### src/rtl/wb_port_arbiter_pkg.sv
// Shared writeback-port definitions: holding depth, starvation limit, $0 index and entry record.
// Latency: none (constants and types only).
// Backpressure: none.
package wb_port_arbiter_pkg;

    localparam int FIFO_DEPTH = 2;
    localparam int STARVE_LIMIT = 4;
    localparam logic [4:0] REG_ZERO = 5'd0;

    // One buffered MDU result; live drops to 0 when a younger pipeline write to the same register wins.
    typedef struct packed {
        logic [4:0]  dest;
        logic [31:0] data;
        logic        live;
    } wbEntry_t;

endpackage

### src/rtl/wb_fifo2.sv
// Small in-order holding queue for MDU results with kill-by-destination.
// Latency: a pushed entry is visible at the head the cycle after the push (no bypass).
// Backpressure: caller must only push when count < DEPTH; a push while full is ignored.
module wb_fifo2
    import wb_port_arbiter_pkg::*;
#(
    parameter int DEPTH = 2
) (
    input  logic                         clk,
    input  logic                         rst,
    input  logic                         push,
    input  wbEntry_t                     pushEntry,
    input  logic                         pop,
    input  logic                         kill,
    input  logic [4:0]                   killDest,
    output logic [$clog2(DEPTH+1)-1:0]   count,
    output wbEntry_t                     head
);

    localparam int CW = $clog2(DEPTH + 1);

    wbEntry_t       mem [DEPTH];
    wbEntry_t       killed [DEPTH];
    wbEntry_t       memNext [DEPTH];
    logic [CW-1:0]  countNext;

    assign head = mem[0];

    // Kill matching live entries first, then shift on pop, then append the new entry so it is never killed.
    always_comb begin
        killed    = mem;
        memNext   = mem;
        countNext = count;
        for (int i = 0; i < DEPTH; i++) begin
            if (kill && mem[i].live && (mem[i].dest == killDest)) begin
                killed[i].live = 1'b0;
            end
        end
        memNext = killed;
        if (pop && (count != '0)) begin
            for (int i = 0; i < DEPTH - 1; i++) begin
                memNext[i] = killed[i + 1];
            end
            memNext[DEPTH - 1].live = 1'b0;
            countNext = count - CW'(1);
        end
        if (push && (count < CW'(DEPTH))) begin
            for (int i = 0; i < DEPTH; i++) begin
                if (i == int'(countNext)) begin
                    memNext[i] = pushEntry;
                end
            end
            countNext = countNext + CW'(1);
        end
    end

    // Storage and occupancy; reset empties the queue and marks every slot dead.
    always_ff @(posedge clk) begin
        if (rst) begin
            count <= '0;
            for (int i = 0; i < DEPTH; i++) begin
                mem[i] <= '0;
            end
        end else begin
            count <= countNext;
            for (int i = 0; i < DEPTH; i++) begin
                mem[i] <= memNext[i];
            end
        end
    end

endmodule

### src/rtl/wb_port_arbiter.sv
// Shares the single register-file write port between the W-stage pipeline and buffered MDU results.
// Latency: rf_* registered, one cycle after the grant; MDU results earliest one cycle after push.
// Backpressure: mdu_ready drops when the holding queue is full; StallW freezes M/W when a starved result is forced.
module wb_port_arbiter #(
    parameter int FIFO_DEPTH = wb_port_arbiter_pkg::FIFO_DEPTH,
    parameter int STARVE_LIMIT = wb_port_arbiter_pkg::STARVE_LIMIT
) (
    input  logic        clk,
    input  logic        rst,
    input  logic        RegWriteW,
    input  logic [4:0]  WriteRegW,
    input  logic [31:0] ResultW,
    input  logic        mdu_valid,
    input  logic [4:0]  mdu_dest,
    input  logic [31:0] mdu_result,
    output logic        mdu_ready,
    output logic        rf_we,
    output logic [4:0]  rf_wa,
    output logic [31:0] rf_wd,
    output logic        StallW
);

    import wb_port_arbiter_pkg::*;

    localparam int CW = $clog2(FIFO_DEPTH + 1);
    localparam int SW = $clog2(STARVE_LIMIT + 1);

    logic [CW-1:0] count;
    wbEntry_t      head;
    wbEntry_t      pushEntry;
    logic [SW-1:0] starve;
    logic          fifoEmpty;
    logic          fifoFull;
    logic          pipeReq;
    logic          mduPush;
    logic          grantFifo;
    logic          grantPipe;

    assign fifoEmpty = (count == '0);
    assign fifoFull  = (count == CW'(FIFO_DEPTH));
    assign mdu_ready = !rst && !fifoFull;
    assign mduPush   = mdu_valid && mdu_ready;
    assign pipeReq   = RegWriteW && (WriteRegW != REG_ZERO);
    assign pushEntry = '{dest: mdu_dest, data: mdu_result, live: 1'b1};

    // Grant selection: a starved head beats the pipeline (and stalls it), otherwise the pipeline wins.
    always_comb begin
        grantFifo = 1'b0;
        grantPipe = 1'b0;
        StallW    = 1'b0;
        if (!rst) begin
            if (!fifoEmpty && (starve == SW'(STARVE_LIMIT))) begin
                grantFifo = 1'b1;
                StallW    = 1'b1;
            end else if (pipeReq) begin
                grantPipe = 1'b1;
            end else if (!fifoEmpty) begin
                grantFifo = 1'b1;
            end
        end
    end

    wb_fifo2 #(
        .DEPTH(FIFO_DEPTH)
    ) u_fifo (
        .clk      (clk),
        .rst      (rst),
        .push     (mduPush),
        .pushEntry(pushEntry),
        .pop      (grantFifo),
        .kill     (grantPipe),
        .killDest (WriteRegW),
        .count    (count),
        .head     (head)
    );

    // Starvation counter: counts cycles a waiting head is passed over, saturating at the limit.
    always_ff @(posedge clk) begin
        if (rst) begin
            starve <= '0;
        end else if (fifoEmpty || grantFifo) begin
            starve <= '0;
        end else if (starve != SW'(STARVE_LIMIT)) begin
            starve <= starve + SW'(1);
        end
    end

    // Registered write port; dead or $0 entries still consume their grant but do not write.
    always_ff @(posedge clk) begin
        if (rst) begin
            rf_we <= 1'b0;
            rf_wa <= '0;
            rf_wd <= '0;
        end else if (grantFifo) begin
            rf_we <= head.live && (head.dest != REG_ZERO);
            rf_wa <= head.dest;
            rf_wd <= head.data;
        end else if (grantPipe) begin
            rf_we <= 1'b1;
            rf_wa <= WriteRegW;
            rf_wd <= ResultW;
        end else begin
            rf_we <= 1'b0;
        end
    end

endmodule

### config.mk
export PLATFORM = sky130hd
export DESIGN_NAME = wb_port_arbiter
export DESIGN_NICKNAME = d
export VERILOG_FILES = /design/src/rtl/wb_port_arbiter_pkg.sv /design/src/rtl/wb_fifo2.sv /design/src/rtl/wb_port_arbiter.sv
export SDC_FILE = /design/constraint.sdc
export NUM_CORES = 1
export LEC_CHECK = 0
export CORE_MARGIN = 4
export CORE_UTILIZATION = 50
export CTS_BUF_LIST = sky130_fd_sc_hd__clkbuf_16
export CTS_CLUSTER_SIZE = 25
export DETAILED_ROUTE_END_ITERATION = 6
export PLACE_DENSITY = 0.9
export SYNTH_ARGS = -nofsm -noshare
export SYNTH_HDL_FRONTEND = slang
export SYNTH_SLANG_ARGS = --single-unit
### constraint.sdc
create_clock -name clk -period 3.6 [get_ports clk]
set_input_delay 0.72 -clock clk [delete_from_list [all_inputs] [get_ports clk]]
set_output_delay 0.72 -clock clk [all_outputs]
set_load 0.005 [all_outputs]
==> impl_metrics.env <==
export IMPL_ys_flop_type="dfxtp_1"
export IMPL_avgSynthCellArea_sq_um=8.20
export IMPL_status="completed"
export IMPL_post_cts_resize_count=0
export IMPL_crit_arrival_ns=3.26
export IMPL_yosys_top_cells_area="dfxtp_1 (45%), nand2_1 (16%), a311oi_2 (9.7%), a311oi_1 (6.0%), nor2_1 (5.5%)"
export IMPL_yosysUniqueCellTypes=35
export IMPL_period_minus_slack_ns=2.94
export IMPL_ctsHtreeMaxLevel=4
export IMPL_hp_class="reg -> reg"
export IMPL_dp_slack_ns=0.282
export IMPL_fin_nets=818
export IMPL_dieHeight_um=110
export IMPL_drive_gt1_share_pct=10.9
export IMPL_cts_root_buf="clkbuf_16"
export IMPL_setup_viol_count_final=0
export IMPL_diodes=0
export IMPL_hold_viol_final=0
export IMPL_synth_common_cells="nand2_1 (219), dfxtp_1 (119), nor2_1 (77)"
export IMPL_power_uw=4330
export IMPL_place_congestion=0.817
export IMPL_postCtsSetupRepairBufs=0
export IMPL_layout_setup_ws_ns=0.659
export IMPL_yosys_warnings=0
export IMPL_num_vias=4989
export IMPL_grt_pass1_vias=4831
export IMPL_critPathLaunchType="input pin"
export IMPL_cts_buffer_depth=2
export IMPL_syn_inst=640
export IMPL_ir_drop_uv=332
export IMPL_io_pins=118
export IMPL_synth_area_sq_um=5250
export IMPL_max_slew_margin_pct=43.1
export IMPL_dieArea_sq_um=12200
export IMPL_synth_seq_cells=119
export IMPL_ant_nets=0
export IMPL_overflow=0
export IMPL_avgViaCountPerCell=5.66
export IMPL_slew_violations=0
export IMPL_setup_tns_final_ns=0
export IMPL_async_flop_share_pct=0
export IMPL_grt_pass1_wl_mm=23.6
export IMPL_max_cap_violations=0
export IMPL_tightest_slew_ns=0.854
export IMPL_worstPathMaxFanout=20
export IMPL_placed_area_sq_um=6450
export IMPL_initial_core_util_pct=51.1
export IMPL_grt_usage_pct=23.4
export IMPL_regArea_sq_um=2380
export IMPL_multi_input_area_sq_um=2580
export IMPL_stdcell_area_sq_um=6990
export IMPL_grt_max_degree=85
export IMPL_synth_edf_count=0
export IMPL_cts_tree="done"
export IMPL_startpoint="WriteRegW[0]"
export IMPL_hp_start="starve[0]$_SDFFE_PP0P_"
export IMPL_routed_wl_mm=14.5
export IMPL_ys_seq_area_share_pct=45.4
export IMPL_synth_top_cell_area_share_pct=45.4
export IMPL_die_x_um=110
export IMPL_synth_top_cell_by_area="dfxtp_1"
export IMPL_synth_most_common_cell="nand2_1"
export IMPL_grt_setup_unrepaired="no"
export IMPL_firstDrtPassIters=5
export IMPL_period_share_pct=81.7
export IMPL_areaGrowthSynthToFinish_pct=33.3
export IMPL_path_class="in -> reg"
export IMPL_numPortBuffers=117
export IMPL_num_rows=37
export IMPL_syn_num_nets=724
export IMPL_reg2reg_from="u_fifo.count[0]$_SDFF_PP0_"
export IMPL_antenna_found_initial=0
export IMPL_dp_hpwl_mm=9.51
export IMPL_clkTransAtPathRegs_ns=0.05
export IMPL_powerDensity_nw_per_um2=619
export IMPL_cts_buffers=17
export IMPL_clkLatencyLatePin_ns=0.40
export IMPL_fill_cells=764
export IMPL_core_area_sq_um=10300
export IMPL_clock_sinks=119
export IMPL_fmax_ghz=0.340
export IMPL_postCtsHoldBufs=0
export IMPL_route_detailed_drc=0
export IMPL_worstPathRequired_ns=3.92
export IMPL_leakage_uw=0.00249
export IMPL_worstSetupEndpointType="flop"
export IMPL_dr_first_iter_drc_count=384
export IMPL_skew_ns=0.00942
export IMPL_wl_per_cell_um=16.4
-- report_power, final --
group	internal (uW)	switching (uW)
clock	993	571
combinational	508	590
sequential	1540	128
total	3040	1290
-- routing by layer --
metal / wire length, um / vias to the layer above / track usage (%)
met5: 0 / - / 0
met4: 494 / 0 / 10.3
met3: 842 / 41 / 5.97
met2: 7330 / 186 / 39.8
met1: 5820 / 2381 / 27.6
li1: - / 2381 / -
-- cells in the final DEF (no fill, tap or decap), types with 2 or more instances in the layout --
master / instances
a21oi_1: 40
a22oi_1: 4
a311oi_1: 36
a311oi_2: 34
buf_12: 2
buf_4: 11
bufinv_16: 2
clkbuf_16: 17
clkdlybuf4s50_1: 116
clkinv_2: 7
clkinvlp_4: 2
dfxtp_1: 119
ha_1: 6
inv_1: 9
nand2_1: 218
nand3_1: 5
nand4_1: 2
nor2_1: 77
nor3_1: 5
o21ai_0: 4
xnor2_1: 6
xor2_1: 6
-- layout make-up --
cell class	instances	area share, %
well taps	136	2.43
multi-input cells	460	37.0
clock inverters	14	1.72
flip-flops and latches	119	34.1
repair buffers	129	18.4
inverters	7	0.394
clock buffers	17	6.08
-- cells by family (layout without fill, tap and decap cells) --
| family | count (synthesis) | count (layout) | synth area share (%) |
|---|---|---|---|
| fa+ha+maj | 6 | 6 | 1.43 |
| buf+inv | 61 | 167 | 5.51 |
| flops | 119 | 119 | 45.4 |
| compound gates | 126 | 126 | 22.2 |
| xor+xnor | 12 | 12 | 2.00 |
| simple gates | 316 | 316 | 23.4 |
-- final timing paths --
path | depth (start not counted) | slack [ns] | endpoint
worst max register to register | 9 | 1.17 | u_fifo.killed[11]$_SDFFE_PP0P_
worst min-delay path | 1 | 0.45 | starve[0]$_SDFFE_PP0P_
worst min register to register | 1 | 0.45 | starve[0]$_SDFFE_PP0P_
worst max-delay path | 10 | 0.66 | u_fifo.killed[11]$_SDFFE_PP0P_
-- worst max-delay path: stages --
cell	delay, ns
clkdlybuf4s50_1	0.53
nor3_2	0.25
nand2_2	0.14
a311o_2	0.43
a21oi_1	0.26
ha_1	0.23
and2_1	0.16
buf_4	0.26
nand2_1	0.10
a21oi_1	0.17
-- stage by stage --
step                      util, %  std cells  hold WS (ns)
after global placement       62.7        851         0.428
after global routing         68.1        882         0.472
final                        68.1        882         0.454
after CTS                    68.1        882         0.453
after floorplan                 -        640         0.417
after detailed placement     62.7        851         0.447
-- registers in the layout, summed over array words and instances, names as in the netlist --
name	cells
rf_wd	32
u_fifo.killed	37
starve	3
u_fifo.count	2
u_fifo.head	38
rf_wa	5
u_fifo.mem	1
rf_we	1
Note: power is estimated with default switching activity, not from simulation.
